==> config.mk <==
export PLATFORM = sky130hd
export DESIGN_NAME = div_unit
export DESIGN_NICKNAME = d
export VERILOG_FILES = /design/src/rtl/cpu_defs.sv /design/src/rtl/div_step.sv /design/src/rtl/div_unit.sv
export SDC_FILE = /design/constraint.sdc
export NUM_CORES = 1
export LEC_CHECK = 0
export CAP_MARGIN = 20
export CORE_MARGIN = 2
export CORE_UTILIZATION = 45
export DETAILED_ROUTE_END_ITERATION = 10
export HOLD_SLACK_MARGIN = 0.12
export PLACE_DENSITY = 0.77
export SETUP_SLACK_MARGIN = 0.05
export SYNTH_ARGS = -nofsm -noshare
export SYNTH_HDL_FRONTEND = slang
export SYNTH_SLANG_ARGS = --single-unit
==> constraint.sdc <==
create_clock -name clk -period 3.55 [get_ports clk]
set_input_delay 0.355 -clock clk [delete_from_list [all_inputs] [get_ports clk]]
set_output_delay 0.355 -clock clk [all_outputs]
set_load 0.02 [all_outputs]
==> src/rtl/cpu_defs.sv <==
// Shared CPU definitions: divider state encoding and default datapath width.
package cpu_defs;

    localparam int DIV_WIDTH = 32;

    typedef logic [1:0] div_state_t;

    localparam div_state_t DIV_IDLE = 2'd0;
    localparam div_state_t DIV_CALC = 2'd1;
    localparam div_state_t DIV_SIGN = 2'd2;
    localparam div_state_t DIV_DONE = 2'd3;

endpackage

==> src/rtl/div_step.sv <==
// One restoring-division iteration on magnitudes: shift {rem,quo} left, trial-subtract divisor.
module div_step
    import cpu_defs::*;
#(
    parameter int WIDTH = DIV_WIDTH
) (
    input  logic [WIDTH:0]   rem_i,
    input  logic [WIDTH-1:0] quo_i,
    input  logic [WIDTH:0]   divisor_i,
    output logic [WIDTH:0]   rem_o,
    output logic [WIDTH-1:0] quo_o
);

    logic [WIDTH+1:0] shifted;
    logic             fits;

    always_comb begin
        shifted = {rem_i, quo_i[WIDTH-1]};
        fits    = shifted >= {1'b0, divisor_i};
        quo_o   = {quo_i[WIDTH-2:0], fits};
        // The difference is below the divisor whenever it is kept, so its top bit is always zero.
        rem_o   = fits ? (WIDTH+1)'(shifted - {1'b0, divisor_i}) : shifted[WIDTH:0];
    end

endmodule

==> src/rtl/div_unit.sv <==
// Multicycle signed divider for MIPS DIV: hi_out = remainder, lo_out = quotient.
module div_unit
    import cpu_defs::*;
#(
    parameter int WIDTH = DIV_WIDTH
) (
    input  logic             clk,
    input  logic             reset,
    input  logic             start,
    input  logic [WIDTH-1:0] a_in,
    input  logic [WIDTH-1:0] b_in,
    output logic             busy,
    output logic             done,
    output logic             div_zero,
    output logic [WIDTH-1:0] hi_out,
    output logic [WIDTH-1:0] lo_out
);

    localparam int CNT_W = $clog2(WIDTH) + 1;

    div_state_t       state_q, state_d;
    logic [CNT_W-1:0] cnt_q, cnt_d;
    logic [WIDTH:0]   rem_q, rem_d;
    logic [WIDTH-1:0] quo_q, quo_d;
    logic [WIDTH:0]   divisor_q, divisor_d;
    logic             sign_q_q, sign_q_d;
    logic             sign_r_q, sign_r_d;
    logic             div_zero_q, div_zero_d;
    logic [WIDTH-1:0] hi_q, hi_d;
    logic [WIDTH-1:0] lo_q, lo_d;

    logic [WIDTH:0]   rem_step;
    logic [WIDTH-1:0] quo_step;

    div_step #(.WIDTH(WIDTH)) u_step (
        .rem_i     (rem_q),
        .quo_i     (quo_q),
        .divisor_i (divisor_q),
        .rem_o     (rem_step),
        .quo_o     (quo_step)
    );

    always_comb begin
        state_d    = state_q;
        cnt_d      = cnt_q;
        rem_d      = rem_q;
        quo_d      = quo_q;
        divisor_d  = divisor_q;
        sign_q_d   = sign_q_q;
        sign_r_d   = sign_r_q;
        div_zero_d = div_zero_q;
        hi_d       = hi_q;
        lo_d       = lo_q;

        case (state_q)
            DIV_IDLE: begin
                if (start) begin
                    if (b_in == '0) begin
                        div_zero_d = 1'b1;
                        state_d    = DIV_DONE;
                    end else begin
                        // Unsigned magnitude of -2^(WIDTH-1) is exact in WIDTH bits.
                        quo_d     = a_in[WIDTH-1] ? (~a_in + 1'b1) : a_in;
                        divisor_d = {1'b0, (b_in[WIDTH-1] ? (~b_in + 1'b1) : b_in)};
                        sign_q_d  = a_in[WIDTH-1] ^ b_in[WIDTH-1];
                        sign_r_d  = a_in[WIDTH-1];
                        rem_d     = '0;
                        cnt_d     = '0;
                        state_d   = DIV_CALC;
                    end
                end
            end
            DIV_CALC: begin
                rem_d = rem_step;
                quo_d = quo_step;
                if (cnt_q == CNT_W'(WIDTH - 1)) begin
                    cnt_d   = '0;
                    state_d = DIV_SIGN;
                end else begin
                    cnt_d = cnt_q + 1'b1;
                end
            end
            DIV_SIGN: begin
                lo_d    = sign_q_q ? (~quo_q + 1'b1) : quo_q;
                hi_d    = WIDTH'(sign_r_q ? (~rem_q + 1'b1) : rem_q);
                state_d = DIV_DONE;
            end
            default: begin
                div_zero_d = 1'b0;
                state_d    = DIV_IDLE;
            end
        endcase
    end

    // NOTE: state uses non-blocking assignments with an async active-low reset so an
    // abort takes effect immediately and every flop updates from the same snapshot.
    always_ff @(posedge clk or negedge reset) begin
        if (!reset) begin
            state_q    <= DIV_IDLE;
            cnt_q      <= '0;
            rem_q      <= '0;
            quo_q      <= '0;
            divisor_q  <= '0;
            sign_q_q   <= 1'b0;
            sign_r_q   <= 1'b0;
            div_zero_q <= 1'b0;
            hi_q       <= '0;
            lo_q       <= '0;
        end else begin
            state_q    <= state_d;
            cnt_q      <= cnt_d;
            rem_q      <= rem_d;
            quo_q      <= quo_d;
            divisor_q  <= divisor_d;
            sign_q_q   <= sign_q_d;
            sign_r_q   <= sign_r_d;
            div_zero_q <= div_zero_d;
            hi_q       <= hi_d;
            lo_q       <= lo_d;
        end
    end

    assign busy     = (state_q == DIV_CALC) || (state_q == DIV_SIGN);
    assign done     = (state_q == DIV_DONE);
    assign div_zero = div_zero_q;
    assign hi_out   = hi_q;
    assign lo_out   = lo_q;

endmodule

# == Word-level counts from Yosys, hierarchy flattened ==
# Index checks and enable logic that the tools add are counted.
# classes
order_cmp,1
eq_ne,8
n_bitwise,7
muxes,22
addsub,6
reduce_logical,9
# op_table
operator,n
two-way mux 32 bit,6
"adder 32 x 1 -> 32 bit, second input constant",4
inverter 32 bit,4
two-way mux 33 bit,3
one-hot mux 33 bit (2 select lines),1
one-hot mux 32 bit (2 select lines),1
>= comparator 34 x 32 -> 1 bit,1
subtractor 33 x 32 -> 33 bit,1
zero test 32 bit,1
two-way mux 6 bit,3
one-hot mux 6 bit (2 select lines),1
AND reduction 3 bit,3
"inequality test 2 bit, second input constant",4
"adder 6 x 1 -> 6 bit, second input constant",1
"== test 6 x 5 -> 1 bit, second input constant",1
two-way mux 2 bit,3
one-hot mux 2 bit (3 select lines),1
"== test 2 bit, second input constant",2
"== test 2 x 1 -> 1 bit, second input constant",1
zero test 2 bit,1
two-way mux 1 bit,2
inverter 1 bit,2
one-hot mux 1 bit (2 select lines),1
AND reduction 2 bit,1
other kinds (4),4
# totals
elab_cells,63
out_inout_bits,67
inputBits,67
register_bits,172

# == Logic depth before layout (Yosys ltp) ==
# Gate-level depths: netlist (run 1).
# depth
depth_word,6
mapped_depth,15
depth_no_buf,13

# == By module ==
# From an unflattened synthesis (run 1), not the netlist that was laid out.
# unflattened
cells_unflattened,1463
hier_area_um2,12558.3
# by_module_without_submodules
module,seq_area_each_um2,area_each_um2,n_inst,cells_each
div_unit,4304.1,9739.3,1,1092
div_step,0.0,2819.0,1,371

# == Least setup slack after synthesis (run 1) ==
# OpenSTA, ideal clock, no wires.
# synth_timing
path_type,register to register
from,register quo_q[31]
to,register rem_q[1]
arrival_ns,3.214
setup_ns,0.141
setup_slack_ns,0.195
path_stages_with_launch,15
n_path_buf,2
t_required_ns,3.409
period_less_slack_ns,3.355
cell_sequence,dfrtp_1 > inv_1 > ha_1 > inv_1 > fa_1 > a211oi_1 > o21bai_1 > a21o_1 > a211oi_1 > o22ai_1 > a21oi_1 > clkbuf_1 > buf_1 > mux2i_1 > o22ai_1
# synth_via
elab_chain_len,3
word_cells_on_any_way,4
classes_between,add/sub: 1; order compare: 1; mux: 2
# synth_lines
element,line_no,source
"start, declared",div_unit.sv:24,"logic [WIDTH-1:0] quo_q, quo_d;"
"start signal, assigned",div_unit.sv:113,quo_q <= quo_d;
subtractor 33 x 32 -> 33 bit or >= comparator 34 x 32 -> 1 bit (tied branches),"div_step.sv:22, div_step.sv:19",
two-way mux 33 bit (*),div_step.sv:22,"rem_o = fits ? (WIDTH+1)'(shifted - {1'b0, divisor_i}) : shifted[WIDTH:0];"
one-hot mux 33 bit (2 select lines) (*),div_unit.sv:55,case (state_q)
"end signal, assigned",div_unit.sv:112,rem_q <= rem_d;
"end, declared",div_unit.sv:23,"logic [WIDTH:0] rem_q, rem_d;"
# Mark *: on every way between the ends. The rest lies on a longest branch, timed or not.
# A chain may end at the register's enable or synchronous reset.

# == Worst setup path after layout (run 1) ==
# layout_timing
from,register rem_q[17]
to,"register hi_q[31], in the netlist hi_out[31]"
# layout_via
elab_chain_len,3
# layout_lines
element,line_no,source
inverter 32 bit,div_unit.sv:85,hi_d = WIDTH'(sign_r_q ? (~rem_q + 1'b1) : rem_q);
adder 32 x 1 -> 32 bit,div_unit.sv:85,
two-way mux 32 bit,div_unit.sv:85,
"end signal, assigned",div_unit.sv:118,hi_q <= hi_d;
"end, declared",div_unit.sv:29,"logic [WIDTH-1:0] hi_q, hi_d;"
# No other way between the ends.

==> results of run 1 <==
-- state kept, by name (all words and copies together) (netlist names), 2 cells and up --
signal     flops
lo_out        32
quo_q         32
cnt_q          6
rem_q         33
hi_out        32
divisor_q     32
state_q        2
-- metal layers --
layer	routed length (microns)	vias up
li1	-	5049
met1	14720	4864
met2	13310	280
met3	1556	24
met4	316	0
met5	0	-
-- final timing paths --
| path | from | slack [ns] | cells after the start | endpoint |
|---|---|---|---|---|
| setup / recovery | rem_q[17] | 0.25 | 9 | hi_out[31] |
| max in group asynchronous | reset | 2.05 | 3 | quo_q[29] |
| setup reg to reg | rem_q[17] | 0.25 | 9 | hi_out[31] |
| hold reg to reg | divisor_q[16] | 0.48 | 2 | divisor_q[16] |
| min in group asynchronous | reset | 0.57 | 2 | divisor_q[10] |
| hold / removal | divisor_q[16] | 0.48 | 2 | divisor_q[16] |
-- logic make-up (layout without fill, tap and decap cells) --
logic type,count (synthesis),after routing
AO/OA/AOI/OAI,413,413
XOR/XNOR,146,146
adder cells (fa/ha/maj),43,43
buffers and inverters,124,269
flip-flops,172,172
multiplexers,28,28
AND/OR/NAND/NOR,426,426
-- repair_timing --
| item | in CTS | in global routing |
|---|---|---|
| gates resized for setup | 0 | 3 |
| hold buffers | 1 | 0 |
| setup endpoints to repair | 0 | 26 |
| hold endpoints to repair | 88 | 0 |
-- layout make-up --
type,instances,area [sq um]
Fill cell,2260,11120
Multi-Input combinational cell,1056,6613
Sequential cell,172,4304
Timing Repair Buffer,187,1815
Clock buffer,17,425.4
Tap cell,330,412.9
Inverter,50,187.7
Clock inverter,15,153.9
-- worst max-delay path, stage by stage (launching register included) --
cell,delay [ns]
dfrtp_1,0.45
buf_4,0.19
or4_1,0.56
or3_1,0.41
or3_1,0.37
or4_4,0.45
o41ai_4,0.25
nand2_1,0.10
xor2_1,0.15
mux2_2,0.26
-- cell usage in the layout (no fill, tap or decap), types with 10 or more instances in the layout --
master and count:
a21o_1 20, a21oi_1 127, buf_4 47, clkbuf_16 17, clkdlybuf4s50_1 132, dfrtp_1 172
ha_1 41, inv_1 49, mux2_2 11, mux2i_1 17, nand2_1 155, nand2b_1 11
nand3_1 13, nor2_1 139, nor3_1 19, nor4_1 10, o21a_1 11, o21ai_0 136
o22ai_1 19, o31ai_1 34, o41ai_1 13, or3_1 13, or4_1 13, xnor2_1 38
xor2_1 108
-- report_power, final --
part	switching, mW	internal (mW)	total, mW
combinational	5.15	4.02	9.17
sequential	1.06	2.91	3.97
clock	0.873	0.994	1.87
==> results by group, run 1 <==
Floorplan
  • Num rows: 58
  • DIE AREA: 0.02662 sq mm
  • Die X: 163.2 microns
  • Initial Util: 0.4554
  • Io pins: 134
  • Core Region: 0.02504 sq mm
  • Die height: 163.2 microns

Clock network
  • Post-CTS Setup Inserts: 0
  • CTS tree: done
  • Root Buffer: clkbuf_16
  • Clock slew at reported path FFs: 0.07 ns
  • Max Root-Sink Buffers: 2
  • H-tree levels: 4
  • CTS buffer count: 17
  • Clock Latency Late Sink: 0.43 ns
  • Clk sinks: 172

Synthesis
  • Post-synthesis register bit count: 172
  • Mux contribution to synthesized area: 0.02579
  • Fraction of the mapped netlist area in simple logic gates: 0.1727
  • Mean post-synth cell area: 8.433 sq um
  • Most frequent cell after synthesis: dfrtp_1
  • Synth top area share: 0.3775
  • Dominant cells by area after synthesis: dfrtp_1, xor2_1, o21ai_0
  • Post-Syn Area: 0.01140 sq mm
  • Complex-gate fraction of the synthesized area: 0.2176
  • Synthesized instance count: 1352
  • Largest area contributor in the netlist: dfrtp_1
  • Synth cell count leaders: dfrtp_1, nand2_1, nor2_1
  • Post-Syn Nets: 1462
  • Adder-Cell Fraction of Synth Area: 0.04785
  • Synthesis Warnings: 0
  • Cell variety after synth: 66
  • Async set or reset register ratio after synthesis: 1.000
  • Sequential area share after synthesis: 0.3775
  • Dominant combinational cell family by area after synthesis: compound AO/OA/AOI/OAI gates
  • Primary FF master, synth: dfrtp_1
  • Post-synth EDFFs: 0
  • Synth Area in XOR/XNOR: 0.1122

Power
  • Maximum vdd ir drop: 0.5996 mV
  • Total power: 15.01 mW
  • Leak Pwr: 5.917 nW
  • PD cells: 1079 mW/mm^2

Timing
  • Slew HR: 0.3050
  • Fin Hold WS: 0.4792 ns
  • RSZ-0062 raised after global routing: false
  • Max Clk Rate: 303.1 MHz
  • Setup violations, final: 0
  • Setup Skew: 0.01015 ns
  • Post-route setup slack: 0.2509 ns
  • Max Slew Vio Count: 0
  • Final hold vios: 0
  • Worst-Margin Slew: 1.043 ns
  • Setup TNS Final: 0 ns
  • Final period utilization: 0.9293
  • Final min period: 3.299 ns

Place
  • Dpl hpwl: 22350 microns
  • Final RePlAce weighted congestion: 0.9502
  • Placed cell area: 0.01332 sq mm
  • I/O Buffers: 133
  • Pre-CTS setup slack: 0.08691 ns
  • Placed cell count: 1794

Global routing
  • Initial antenna violation count: 0
  • Largest net degree at the start of global routing: 91
  • First-pass GRT wire length: 48830 microns
  • Layer with the highest usage: met2
  • Met2 usage: 0.3420
  • Grt met3 use: 0.03784
  • Vias in the first global route: 9596
  • GRT Util Overall: 0.2263
  • M1 GR Usage: 0.3380
  • GRT overflow: 0

Finish
  • Final nets: 1594
  • Core Util, Final: 0.5557
  • Diodes inserted: 0
  • Share of layout cells above drive strength 1: 0.08283
  • Post-Layout Inst Area: 0.01391 sq mm
  • P&R area growth vs syn: 22.03%
  • Final non-filler cell total: 1827

Routing
  • First DRT Iteration DRCs: 797
  • Vias: 10220
  • Wire per inst: 16.37 microns
  • DRC viols: 0
  • Final ANT Viol Nets: 0
  • First-pass iteration count of the detailed router: 5
  • Vias per inst: 5.592
  • Total length of routed wires: 29900 microns

Critical path
  • Critical path peak fanout: 4
  • WS Path Type: flip-flop to flip-flop
  • Critical Path AT: 3.61 ns
  • CP startpoint kind: flip-flop
  • Req. time, crit path: 3.86 ns
  • Crit. End Element: flip-flop

Worst hold path
  • Tightest Hold Check Type: flip-flop to flip-flop

Outcome
  • Outcome: complete, no violations

Flow run
  • Max Cap Viol: 0
No activity file was read; power rests on OpenSTA's default activity.
==> inputs of run 2 (changes only) <==
--- a/config.mk
+++ b/config.mk
@@ -8,2 +8,3 @@
 export CAP_MARGIN = 20
+export CORE_ASPECT_RATIO = 1.1
 export CORE_MARGIN = 2
--- a/constraint.sdc
+++ b/constraint.sdc
@@ -3,2 +3,2 @@
 set_output_delay 0.355 -clock clk [all_outputs]
-set_load 0.02 [all_outputs]
+set_load 0.1 [all_outputs]
==> run 2 against run 1 <==
  * Maximum frequency is 2.3% lower
  * Highest routed layer unchanged
  * Via count is 0.24% lower
  * First-iteration DRC count is 2.0% lower
  * Register-to-register slack worse by 0.08 ns
==> results by group, run 2 (synthesis gave the netlist of run 1 again) <==
Finish
  • Share of layout cells above drive strength 1: 0.08964 (+0.006809)
  • Final nets: 1603 (+0.56%)
  • Max FFs per register: 33 (unchanged)
  • # fillers: 2218 (-1.9%)
  • Top reg by flops: rem_q
  • Commonest non-fill, non-tap cells in the layout: dfrtp_1, nand2_1, nor2_1
  • Commonest non-fill, non-tap cell in the layout: dfrtp_1
  • Diodes inserted: 0 (unchanged)
  • P&R area growth vs syn: 22.76%

Global routing
  • GRT Util Overall: 0.2216 (-0.004767)
  • First-pass GRT wire length: 48090 microns (-1.5%)
  • Initial antenna violation count: 0 (unchanged)
  • Vias in the first global route: 9717 (+1.3%)
  • Largest net degree at the start of global routing: 86 (-5.5%)
  • GRT overflow: 0 (unchanged)

Clock network
  • Max Root-Sink Buffers: 2 (unchanged)
  • Root Buffer: clkbuf_16
  • Clock slew at reported path FFs: 0.07 ns (about the same)
  • Clk sinks: 172 (unchanged)
  • CTS buffer count: 17 (unchanged)
  • CTS tree: done
  • H-tree levels: 4 (unchanged)
  • Clock Latency Late Sink: 0.44 ns (about the same)

Flow run
  • Max Cap Viol: 0 (unchanged)

Floorplan
  • DIE AREA: 0.02663 sq mm (about the same)
  • Core Region: 0.02511 sq mm (+0.29%)
  • Initial Util: 0.4540 (-0.001339)
  • Die height: 170.9 microns (+4.8%)
  • Die X: 155.8 microns (-4.5%)
  • Num rows: 61 (+5.2%)
  • Io pins: 134 (unchanged)

Routing
  • First-pass iteration count of the detailed router: 5 (unchanged)
  • DRC viols: 0 (unchanged)
  • Wire per inst: 16.04 microns (-2.0%)
  • Final ANT Viol Nets: 0 (unchanged)
  • Vias per inst: 5.597 (about the same)
  • First DRT Iteration DRCs: 781 (-2.0%)
  • Total length of routed wires: 29200 microns (-2.3%)
  • Vias: 10190 (-0.24%)

Critical path
  • Crit. End Element: flip-flop
  • WS Path Type: flip-flop to flip-flop
  • Crit path launch: rem_q[17]
  • CP endpoint: rem_q[31]
  • Critical-path cell list: ha_1, nand2_1, or4_1, nor4_1, buf_4, nand4_1, o211ai_1, a21oi_4, buf_4, buf_4, or3b_2, a22o_1
  • Crit-path slowest cell: or4_1
  • Critical path's largest stage delay: 0.59 ns (+0.03 ns)
  • R2R Path Start: rem_q[17]
  • Critical path peak fanout: 6 (+2)
  • CP startpoint kind: flip-flop
  • Critical Path AT: 3.71 ns (+0.10 ns)
  • Critical Path Most Common Cell: buf_4
  • Internal reg-to-reg setup slack: 0.17 ns (-0.08 ns)
  • R2R cell count: 12 (+3)
  • Req. time, crit path: 3.88 ns (+0.02 ns)
  • Worst reg2reg endpoint: rem_q[31]

Place
  • Dpl hpwl: 22070 microns (-1.3%)
  • Final RePlAce weighted congestion: 0.8842 (-6.9%)
  • I/O Buffers: 133 (unchanged)
  • Pre-CTS setup slack: -0.01638 ns (-0.1033 ns)

Timing
  • Slew HR: 0.3352 (+0.03024)
  • Setup violations, final: 0 (unchanged)
  • Final period utilization: 0.9512 (+0.02190)
  • RSZ-0062 raised after global routing: false
  • Worst-Margin Slew: 0.9941 ns (-0.04848 ns)
  • Post-route setup slack: 0.1732 ns (-0.07773 ns)
  • Setup Skew: 0.01630 ns (+0.006150 ns)
  • Final min period: 3.377 ns (+0.07773 ns)
  • Max Slew Vio Count: 0 (unchanged)
  • Final hold vios: 0 (unchanged)
  • Max Clk Rate: 296.1 MHz (-2.3%)

Outcome
  • Outcome: complete, no violations

Worst hold path
  • Hold wc startpoint: divisor_q[25]
  • Tightest Hold Check Type: flip-flop to flip-flop
==> run 2: cell count changes in the layout (fill, tap and decap cells not counted), moves of 2 or more <==
| cell | before | now |
|---|---|---|
| buf_4 | 47 | 56 |
| inv_6 | 4 | 1 |
| clkinvlp_4 | 4 | 2 |
| clkinv_8 | 0 | 4 |
| clkinv_4 | 1 | 4 |
==> run 2: worst min path at each step <==
stage / endpoint / slack, ns / cells after the start
6_report: divisor_q[25] / 0.48 / 2
5_1_grt: divisor_q[15] / 0.50 / 2
4_1_cts: cnt_q[5] / 0.49 / 1
3_5_place_dp: divisor_q[8] / 0.46 / 1
3_3_place_gp: divisor_q[8] / 0.45 / 1
2_1_floorplan: cnt_q[0] / 0.06 / 0
==> run 2: layout make-up <==
type / count / area [sq um] / share of cell area
Multi-Input combinational cell: 1056 / 6615 / 0.4726
Sequential cell: 172 / 4304 / 0.3075
Timing Repair Buffer: 196 / 1898 / 0.1356
Clock buffer: 18 / 439.2 / 0.03138
Tap cell: 315 / 394.1 / 0.02816
Inverter: 50 / 187.7 / 0.01341
Clock inverter: 14 / 157.7 / 0.01126
==> run 2: critical path: cells and delay by family, from the launching register on <==
family	cells	cell delay, ns
simple gates	5	1.58
buf+inv	3	0.47
compound gates	3	0.46
flops	1	0.43
fa+ha+maj	1	0.32
==> run 2: metal layers <==
layer	part of all wire	vias up	GRT usage	wire (microns)
li1	-	5051	-	-
met1	0.46	4881	0.3064	13540
met2	0.48	233	0.3711	14150
met3	0.038	27	0.02584	1117
met4	0.013	0	0.05664	387
met5	0	-	0	0
==> run 2: stage by stage <==
step	util	hold WS, ns	cell area [sq um]	instances	TNS, ns
4_1_cts	0.5549	0.4861	13930	1818	0
3_3_place_gp	0.5304	0.4523	13320	1784	0
5_1_grt	0.5574	0.4987	14000	1821	0
6_report	0.5574	0.4769	14000	1821	0
2_1_floorplan	-	0.05941	11400	1352	0
3_5_place_dp	0.5304	0.4564	13320	1784	-0.01638
==> run 2: repair_timing <==
| item | in CTS | in global routing |
|---|---|---|
| endpoints found under the setup margin | 25 | 34 |
| resized for setup | 0 | 4 |
| hold buffers | 1 | 0 |
| endpoints found under the hold margin | 83 | 0 |
| buffers inserted | 1 | 2 |
| pin swaps | 1 | 2 |
| gates cloned | 0 | 1 |
Power of run 2 is left out: the tool's default activity adds up to more than one toggle a clock period on the data nets, which glitch-free logic cannot reach.
